==> src/rtl/mem_port_arbiter_if.sv <==
// Bus bundle for mem_port_arbiter: instruction host, data host and memory-side Avalon-MM signals.
// The slave modport is the arbiter's view; master is the view of the hosts and memory around it.
interface mem_port_arbiter_if #(
    parameter int ADDR_W = 32,
    parameter int DATA_W = 32
) ();
    logic [ADDR_W-1:0]   i_address;
    logic                i_read;
    logic [DATA_W-1:0]   i_readdata;
    logic                i_waitrequest;

    logic [ADDR_W-1:0]   d_address;
    logic                d_read;
    logic                d_write;
    logic [DATA_W-1:0]   d_writedata;
    logic [DATA_W/8-1:0] d_byteenable;
    logic [DATA_W-1:0]   d_readdata;
    logic                d_waitrequest;

    logic [ADDR_W-1:0]   m_address;
    logic                m_read;
    logic                m_write;
    logic [DATA_W-1:0]   m_writedata;
    logic [DATA_W/8-1:0] m_byteenable;
    logic [DATA_W-1:0]   m_readdata;
    logic                m_waitrequest;

    modport slave (
        input  i_address, i_read,
        output i_readdata, i_waitrequest,
        input  d_address, d_read, d_write, d_writedata, d_byteenable,
        output d_readdata, d_waitrequest,
        output m_address, m_read, m_write, m_writedata, m_byteenable,
        input  m_readdata, m_waitrequest
    );

    modport master (
        output i_address, i_read,
        input  i_readdata, i_waitrequest,
        output d_address, d_read, d_write, d_writedata, d_byteenable,
        input  d_readdata, d_waitrequest,
        input  m_address, m_read, m_write, m_writedata, m_byteenable,
        output m_readdata, m_waitrequest
    );
endinterface

==> src/rtl/mem_port_arbiter.sv <==
// Shares one Avalon-MM memory port between a read-only fetch host and a read/write data host.
// Registered fixed-priority grant with a starvation guard; non-pipelined waitrequest transfers.
module mem_port_arbiter #(
    parameter int ADDR_W        = 32,
    parameter int DATA_W        = 32,
    parameter int DATA_PRIORITY = 1,
    parameter int MAX_CONSEC    = 4
) (
    input  logic                clk,
    input  logic                rst,
    mem_port_arbiter_if.slave   bus,
    output logic [1:0]          owner
);
    localparam int CW = $clog2(MAX_CONSEC + 1) < 1 ? 1 : $clog2(MAX_CONSEC + 1);

    typedef enum logic [1:0] {
        IDLE  = 2'd0,
        OWN_I = 2'd1,
        OWN_D = 2'd2
    } state_t;

    state_t              state, state_nxt;
    logic [CW-1:0]       consec, consec_nxt;
    logic                i_req, d_req, prio_req, other_req, starved, prio_win, other_win;
    logic [ADDR_W-1:0]   addr;
    logic [DATA_W-1:0]   wdata;
    logic [DATA_W/8-1:0] be;

    always_ff @(posedge clk or negedge rst) begin
        if (!rst) begin
            state  <= IDLE;
            consec <= '0;
        end else begin
            state  <= state_nxt;
            consec <= consec_nxt;
        end
    end

    always_comb begin
        i_req     = bus.i_read;
        d_req     = bus.d_read | bus.d_write;
        prio_req  = (DATA_PRIORITY != 0) ? d_req : i_req;
        other_req = (DATA_PRIORITY != 0) ? i_req : d_req;
        starved   = (consec == CW'(MAX_CONSEC));
        // The priority host yields only when both request and it has used up its run.
        prio_win  = prio_req && !(other_req && starved);
        other_win = other_req && !prio_win;
    end

    always_comb begin
        state_nxt         = state;
        consec_nxt        = consec;
        addr              = '0;
        wdata             = '0;
        be                = '0;
        bus.m_read        = 1'b0;
        bus.m_write       = 1'b0;
        bus.i_waitrequest = 1'b1;
        bus.d_waitrequest = 1'b1;
        bus.i_readdata    = bus.m_readdata;
        bus.d_readdata    = bus.m_readdata;
        owner             = state;

        case (state)
            IDLE: begin
                if (prio_win) begin
                    state_nxt  = (DATA_PRIORITY != 0) ? OWN_D : OWN_I;
                    consec_nxt = !other_req ? '0 : (starved ? consec : consec + CW'(1));
                end else if (other_win) begin
                    state_nxt  = (DATA_PRIORITY != 0) ? OWN_I : OWN_D;
                    consec_nxt = '0;
                end
            end
            OWN_I: begin
                addr              = bus.i_address;
                be                = '1;
                bus.m_read        = bus.i_read;
                bus.i_waitrequest = bus.m_waitrequest;
                if (!bus.i_read || !bus.m_waitrequest)
                    state_nxt = IDLE;
            end
            OWN_D: begin
                addr              = bus.d_address;
                wdata             = bus.d_writedata;
                be                = bus.d_byteenable;
                bus.m_write       = bus.d_write;
                bus.m_read        = bus.d_read & ~bus.d_write;
                bus.d_waitrequest = bus.m_waitrequest;
                if (!d_req || !bus.m_waitrequest)
                    state_nxt = IDLE;
            end
            default: state_nxt = IDLE;
        endcase

        bus.m_address    = addr;
        bus.m_writedata  = wdata;
        bus.m_byteenable = be;
    end
endmodule

==> src/flat_wrapper.sv <==
// flat-port wrapper written by rule: the top's interface ports become plain ports
module mem_port_arbiter_flat 
#(
    parameter int ADDR_W        = 32,
    parameter int DATA_W        = 32,
    parameter int DATA_PRIORITY = 1,
    parameter int MAX_CONSEC    = 4
)
  (clk, rst, owner, bus_i_address, bus_i_read, bus_i_readdata, bus_i_waitrequest, bus_d_address, bus_d_read, bus_d_write, bus_d_writedata, bus_d_byteenable, bus_d_readdata, bus_d_waitrequest, bus_m_address, bus_m_read, bus_m_write, bus_m_writedata, bus_m_byteenable, bus_m_readdata, bus_m_waitrequest);
  mem_port_arbiter_if #(.ADDR_W(ADDR_W), .DATA_W(DATA_W)) bus_i ();
  input  logic clk;
  input  logic rst;
  output logic [1:0] owner;
  input wire logic [$bits(bus_i.i_address)-1:0] bus_i_address;
  input wire logic [$bits(bus_i.i_read)-1:0] bus_i_read;
  output wire logic [$bits(bus_i.i_readdata)-1:0] bus_i_readdata;
  output wire logic [$bits(bus_i.i_waitrequest)-1:0] bus_i_waitrequest;
  input wire logic [$bits(bus_i.d_address)-1:0] bus_d_address;
  input wire logic [$bits(bus_i.d_read)-1:0] bus_d_read;
  input wire logic [$bits(bus_i.d_write)-1:0] bus_d_write;
  input wire logic [$bits(bus_i.d_writedata)-1:0] bus_d_writedata;
  input wire logic [$bits(bus_i.d_byteenable)-1:0] bus_d_byteenable;
  output wire logic [$bits(bus_i.d_readdata)-1:0] bus_d_readdata;
  output wire logic [$bits(bus_i.d_waitrequest)-1:0] bus_d_waitrequest;
  output wire logic [$bits(bus_i.m_address)-1:0] bus_m_address;
  output wire logic [$bits(bus_i.m_read)-1:0] bus_m_read;
  output wire logic [$bits(bus_i.m_write)-1:0] bus_m_write;
  output wire logic [$bits(bus_i.m_writedata)-1:0] bus_m_writedata;
  output wire logic [$bits(bus_i.m_byteenable)-1:0] bus_m_byteenable;
  input wire logic [$bits(bus_i.m_readdata)-1:0] bus_m_readdata;
  input wire logic [$bits(bus_i.m_waitrequest)-1:0] bus_m_waitrequest;
  assign bus_i.i_address = bus_i_address;
  assign bus_i.i_read = bus_i_read;
  assign bus_i_readdata = bus_i.i_readdata;
  assign bus_i_waitrequest = bus_i.i_waitrequest;
  assign bus_i.d_address = bus_d_address;
  assign bus_i.d_read = bus_d_read;
  assign bus_i.d_write = bus_d_write;
  assign bus_i.d_writedata = bus_d_writedata;
  assign bus_i.d_byteenable = bus_d_byteenable;
  assign bus_d_readdata = bus_i.d_readdata;
  assign bus_d_waitrequest = bus_i.d_waitrequest;
  assign bus_m_address = bus_i.m_address;
  assign bus_m_read = bus_i.m_read;
  assign bus_m_write = bus_i.m_write;
  assign bus_m_writedata = bus_i.m_writedata;
  assign bus_m_byteenable = bus_i.m_byteenable;
  assign bus_i.m_readdata = bus_m_readdata;
  assign bus_i.m_waitrequest = bus_m_waitrequest;
  mem_port_arbiter #(.ADDR_W(ADDR_W), .DATA_W(DATA_W), .DATA_PRIORITY(DATA_PRIORITY), .MAX_CONSEC(MAX_CONSEC)) u_core (.clk(clk), .rst(rst), .bus(bus_i), .owner(owner));
endmodule
==> config.mk <==
export PLATFORM = sky130hd
export DESIGN_NAME = mem_port_arbiter_flat
export DESIGN_NICKNAME = d
export VERILOG_FILES = /design/src/rtl/mem_port_arbiter_if.sv /design/src/rtl/mem_port_arbiter.sv /design/src/flat_wrapper.sv
export SDC_FILE = /design/constraint.sdc
export NUM_CORES = 1
export LEC_CHECK = 0
export ABC_AREA = 0
export CELL_PAD_IN_SITES_DETAIL_PLACEMENT = 1
export CELL_PAD_IN_SITES_GLOBAL_PLACEMENT = 1
export CORE_MARGIN = 5
export CORE_UTILIZATION = 11
export DETAILED_ROUTE_END_ITERATION = 7
export MAX_ROUTING_LAYER = met4
export PLACE_DENSITY_LB_ADDON = 0.1
export SLEW_MARGIN = 15
export SYNTH_ARGS = -nofsm -noshare
export SYNTH_HDL_FRONTEND = slang
export SYNTH_SLANG_ARGS = --single-unit
export TNS_END_PERCENT = 20
==> constraint.sdc <==
create_clock -name clk -period 1.3 [get_ports clk]
set_input_delay 0.26 -clock clk [delete_from_list [all_inputs] [get_ports clk]]
set_output_delay 0.26 -clock clk [all_outputs]
set_load 0.005 [all_outputs]
After elaboration in Yosys (flattened, before gate mapping)
Cells that the tools add are included.
Cells by class
  reductions and logical operators: 14
  shift-type cells: 0
  multiply operators: 0
  mux-type cells: 16
  eq/ne operators: 7
  bitwise operators: 3
  $add $sub $neg: 1
  div/mod/pow operators: 0
  magnitude comparators: 0
Operators with widths (count)
  $pmux 32 s2: 1
  $mux 32: 1
  $mux 3: 4
  $mux 2: 4
  $pmux 4 s2: 1
  $pmux 2 s3: 1
  $reduce_and 3->1: 2
  $logic_not 1->1: 5
  $ne 2x1->1 const B: 2
  $add 3x1->3 const B: 1
  $eq 3x3->1 const B: 1
  $logic_and 1x1->1: 3
  $mux 1: 3
  $ne 3x1->1 const B: 1
  $ne 3x3->1 const B: 1
  $eq 2x1->1 const B: 1
  $eq 2x2->1 const B: 1
  $logic_not 2->1: 1
  $logic_or 1x1->1: 2
  $pmux 1 s2: 1
  $reduce_bool 2->1: 1
  $and 1x1->1: 1
  $not 1->1: 1
  $or 1x1->1: 1
Storage, ports and cells
  latch bits: 0
  logic and storage cells: 43
  memories: 0
  bits in registers: 5
  output and inout port bits: 138
  memory bits (read-only): 0
  input bits: 138
  memory bits (writable): 0

Depth between registers and ports, before layout
  depth in word-level cells: 9
  mapped depth: 7
  gate-level depth less buffers: 5

Worst setup path before layout
No wires, ideal clock.
  path type: register to output
  start: register u_core.state[1] (netlist: u_core.owner[1])
  end: output bus_m_read
  cell stages (with the launch flop): 8
  arrival time: 1.251 ns
  path slack: -0.211 ns
  data required time: 1.040 ns
  buffers on the path: 2
  cells stage by stage: dfrtp_1 inv_1 ha_1 buf_2 buf_2 nand2_1 o21ai_0 and2_1
On the way
  longest elaborated chain between the ends: 2
  elaborated cells between the ends (all ways): 3
  classes of those cells: 2 x eq/ne; 1 x mux
Ends and longest elaborated chain
  start, declared: line mem_port_arbiter.sv:22  | state_t state, state_nxt;
  start signal, assigned: line mem_port_arbiter.sv:34  | state <= state_nxt;
  $eq 2x2->1 or $eq 2x1->1 (tied branches): line mem_port_arbiter.sv:64  | case (state)
  $pmux 1 s2 *: line mem_port_arbiter.sv:64
  end, declared: line flat_wrapper.sv:26  | output wire logic [$bits(bus_i.m_read)-1:0] bus_m_read;
Every way passes the cells marked *; elsewhere a longest branch is shown, timed or not.

Worst setup path in the final report
  start: register u_core.state[0] (netlist: u_core.owner[0])
  end: output bus_m_address[29]
On the way
  longest elaborated chain between the ends: 2
  elaborated cells between the ends (all ways): 3
  classes of those cells: 2 x eq/ne; 1 x mux
Ends and longest elaborated chain
  $eq 2x2->1 or $eq 2x1->1 (tied branches): line mem_port_arbiter.sv:64
  $pmux 32 s2 *: line mem_port_arbiter.sv:64
  end, declared: line flat_wrapper.sv:25  | output wire logic [$bits(bus_i.m_address)-1:0] bus_m_address;
Marks and branches as above.

==> results.py <==
metrics = {
    "yosys": {
        "most_common_flop_cell_mapped_by_yosys": "sky130_fd_sc_hd__dfrtp_1",
        "yosys.area_share.adder_pct": 3.858,
        "compound_gate_fraction_of_synth_area_pct": 21.68,
        "synth_top_family_by_area": "buffers and inverters",
        "synth_area_per_cell_um2": 7.112,
        "proportion_of_synthesized_area_in_mux_cells_pct": 0,
        "synth.yosys.seq_area_share_pct": 7.716,
        "async_reset_ff_share_pct": 100.0,
        "post_synthesis_net_count": 371,
        "postSynthCellCount": 228,
        "synthesis.yosys.warnings": 0,
        "mappedNetlistArea_um2": 1622,
        "synth_simple_gate_area_share_pct": 31.64,
        "synth.ff_latch_count": 5,
        "synth_cell_types": 24,
        "synth_edf_count": 0,
        "synth_xor_area_share_pct": 0,
    },
    "clocking": {
        "h-tree-depth": 1,
        "clk_pin_slew_ns": 0.03,
        "ctsRootBufferMaster": "sky130_fd_sc_hd__clkbuf_16",
        "tritoncts.num_buffers": 3,
        "clock_tree.buffer_depth": 2,
        "cts_num_sinks": 5,
        "clk_latency_ns": 0.23,
        "tritoncts": "built",
    },
    "finish": {
        "final_layout_size_suffix_gt1_share_pct": 52.47,
        "design.final.nets": 529,
        "fillers": 1682,
        "final_cells": 569,
        "layout-area-overhead-vs-synth_pct": 146.6,
        "num_antenna_cells": 0,
    },
    "timing": {
        "worst_clock_skew_ns": 0.0005275,
        "postLayoutSetupSlackWorst_ns": -0.5916,
        "maxSlewViolCount": 0,
        "period_share_pct": 145.5,
        "worst_slew_pin_slew_ns": 0.3071,
        "final-setup-viol-count": 74,
        "hold_viol_final": 0,
        "slew_headroom_pct": 79.46,
        "unrepaired_setup_endpoints_after_global_routing": "true",
        "fmax_mhz": 528.7,
        "worst_hold_slack_ns": 0.2895,
        "period_minus_slack_ns": 1.892,
    },
    "setup_path": {
        "crit_slowest_cell": "sky130_fd_sc_hd__dfrtp_1",
        "critPathMostFrequentCell": "sky130_fd_sc_hd__buf_6",
        "crit_path_max_fanout": 5,
        "reg2reg_slack_ns": -0.39,
        "crit_path_end_kind": "output port",
        "worst_ep_arrival_ns": 1.63,
        "slowest_delay_ns": 0.40,
        "worstSetupPathType": "reg -> out",
        "cp_data_required_time_ns": 1.04,
        "critPathLaunchType": "flip-flop",
        "crit_chain": "buf_6 > ha_4 > buf_6 > buf_16 > buf_6 > a22oi_2 > nor2b_1 > buf_2",
    },
    "power": {
        "swShare_pct": 35.44,
        "total_power_mw": 6.713,
        "power.ir.vdd_worst_uv": 653.9,
        "seq_power_share_pct": 3.7,
        "switching_power_mw": 2.379,
        "internal-power_mw": 4.334,
        "power.share.clock_pct": 7.7,
        "power_density_nw_per_um2": 1679,
        "p_leak_nw": 1.681,
        "comb_power_share_pct": 88.7,
    },
    "outcome": {
        "run_status": "complete, but fails checks",
        "failing_checks": "setup timing",
    },
    "placement": {
        "gp_congestion": 0.6886,
        "dp_hpwl_um": 7340,
        "placedCellCount": 541,
        "placement.io_buffers": 179,
    },
    "grt": {
        "vias_in_the_first_global_route": 2332,
        "antenna_violations_before_repair": 0,
        "grt_remaining_overflow": 0,
        "grt_util_all_layers_pct": 10.66,
        "grt_max_degree": 21,
        "grt_pass1_wl_um": 14260,
    },
    "floorplan": {
        "start_util_pct": 11.20,
        "die-height_um": 131.4,
        "num_rows": 44,
        "dieArea_um2": 17270,
        "top_level_ports": 276,
        "dieWidth_um": 131.4,
        "core_area_um2": 14480,
    },
    "routing": {
        "num_vias": 2086,
        "route.detailed.drc": 0,
        "ant_nets": 0,
        "drt-vias-per-instance": 3.666,
        "drtPass1Iterations": 3,
        "routed_wirelength_um": 9774,
        "drt_first_iter_violations": 15,
        "avgRoutedWirePerCell_um": 17.18,
    },
    "job": {
        "drv.max_cap_violation_count": 0,
    },
    "worst_hold_path": {
        "worst_min_delay_path_category": "in -> async",
    },
}
==> cells in the final DEF, fill, tap and decap left out, types with 3 or more instances in the layout <==
| cell type | n |
|---|---|
| sky130_fd_sc_hd__ha_4 | 3 |
| sky130_fd_sc_hd__nand2b_1 | 3 |
| sky130_fd_sc_hd__dfrtp_1 | 5 |
| sky130_fd_sc_hd__clkbuf_16 | 6 |
| sky130_fd_sc_hd__nand2_1 | 3 |
| sky130_fd_sc_hd__buf_8 | 4 |
| sky130_fd_sc_hd__inv_1 | 4 |
| sky130_fd_sc_hd__a21oi_1 | 3 |
| sky130_fd_sc_hd__nor2b_2 | 4 |
| sky130_fd_sc_hd__and2_1 | 10 |
| sky130_fd_sc_hd__a22oi_2 | 31 |
| sky130_fd_sc_hd__buf_12 | 12 |
| sky130_fd_sc_hd__nor2b_1 | 30 |
| sky130_fd_sc_hd__buf_2 | 40 |
| sky130_fd_sc_hd__buf_16 | 5 |
| sky130_fd_sc_hd__and2_4 | 24 |
| sky130_fd_sc_hd__buf_4 | 18 |
| sky130_fd_sc_hd__o21ai_1 | 4 |
| sky130_fd_sc_hd__buf_6 | 29 |
| sky130_fd_sc_hd__clkbuf_2 | 15 |
| sky130_fd_sc_hd__clkdlybuf4s50_1 | 103 |
==> per-stage QoR <==
stage / util, % / instance area (µm²) / setup WS (ns) / setup TNS [ns]
after global routing: 27.62 / 3999 / -0.6653 / -39.02
after floorplan: - / 1665 / -0.1520 / -5.736
after CTS: 27.41 / 3969 / -0.6458 / -38.98
final: 27.62 / 3999 / -0.5916 / -34.32
after detailed placement: 23.69 / 3430 / -0.6697 / -44.06
after global placement: 23.69 / 3430 / -0.6757 / -42.78
==> sequential cells by signal (all words and copies together) (netlist names) <==
register / cells
u_core.consec: 3
u_core.owner: 2
==> Yosys cell counts, types with 2 or more instances <==
master | instances | share of area (%)
sky130_fd_sc_hd__a22oi_1 | 32 | 15
sky130_fd_sc_hd__nand2_1 | 5 | 1.2
sky130_fd_sc_hd__ha_1 | 5 | 3.9
sky130_fd_sc_hd__nand2b_1 | 3 | 1.2
sky130_fd_sc_hd__dfrtp_1 | 5 | 7.7
sky130_fd_sc_hd__o21ai_0 | 5 | 1.5
sky130_fd_sc_hd__clkbuf_1 | 7 | 1.6
sky130_fd_sc_hd__a21oi_1 | 5 | 1.5
sky130_fd_sc_hd__nand3_1 | 2 | 0.62
sky130_fd_sc_hd__buf_4 | 64 | 30
sky130_fd_sc_hd__and2_1 | 34 | 13
sky130_fd_sc_hd__inv_1 | 6 | 1.4
sky130_fd_sc_hd__a31oi_1 | 2 | 0.77
sky130_fd_sc_hd__buf_2 | 8 | 2.5
sky130_fd_sc_hd__nor2b_1 | 36 | 14
==> area by class of cell <==
cell class | instances | area, µm² | share of cell area (%)
Multi-Input combinational cell | 138 | 1225 | 30.63
Sequential cell | 5 | 125.1 | 3.129
Clock buffer | 4 | 78.83 | 1.971
Tap cell | 184 | 230.2 | 5.757
Timing Repair Buffer | 232 | 2312 | 57.82
Inverter | 6 | 27.53 | 0.6884
==> critical path, delay by kind of cell, from the launching register on <==
kind	cells	cell delay, ns
flip-flops	1	0.40
AND/OR/NAND/NOR	1	0.06
adder cells (fa/ha/maj)	1	0.17
AO/OA/AOI/OAI	1	0.13
buffers and inverters	5	0.64
==> worst paths after layout <==
path / startpoint / endpoint / depth (start not counted)
max reg2reg: u_core.owner[0] / u_core.owner[1] / 9
max in group asynchronous: rst / u_core.owner[0] / 1
max: u_core.owner[0] / bus_m_address[29] / 8
min in group clk: bus_m_readdata[0] / bus_d_readdata[0] / 0
min reg2reg: u_core.consec[0] / u_core.consec[0] / 2
min: rst / u_core.consec[1] / 1
==> cell families (layout without fill, tap and decap cells) <==
group,after synthesis,count (layout)
and+or+nand+nor,84,84
DFF,5,5
buffers and inverters,85,242
AOI/OAI and AO/OA,49,49
adders and majority gates,5,5
==> metal layers <==
layer  GRT usage [%]  vias up  wire [µm]
li1                -     1021          -
met5               -        -          0
met1           10.68      981       3588
met3           1.950       15        447
met4           1.486        0         91
met2           21.59       69       5646
==> power by group through the flow <==
stage,Clock (mW),Sequential [mW],Combinational [mW]
2_1_floorplan,0,0.262,1.85
3_3_place_gp,0,0.243,4.60
3_5_place_dp,0,0.244,4.59
4_1_cts,0.533,0.247,5.83
5_1_grt,0.554,0.251,6.43
6_report,0.516,0.245,5.95
==> repair_timing <==
action	in CTS	in global routing
buffers inserted	14	4
endpoints found under the setup margin	79	78
pin swaps	8	11
hold buffers	0	0
resized for setup	345	56
gates cloned	6	3
Note: power is estimated with default switching activity, not from simulation.
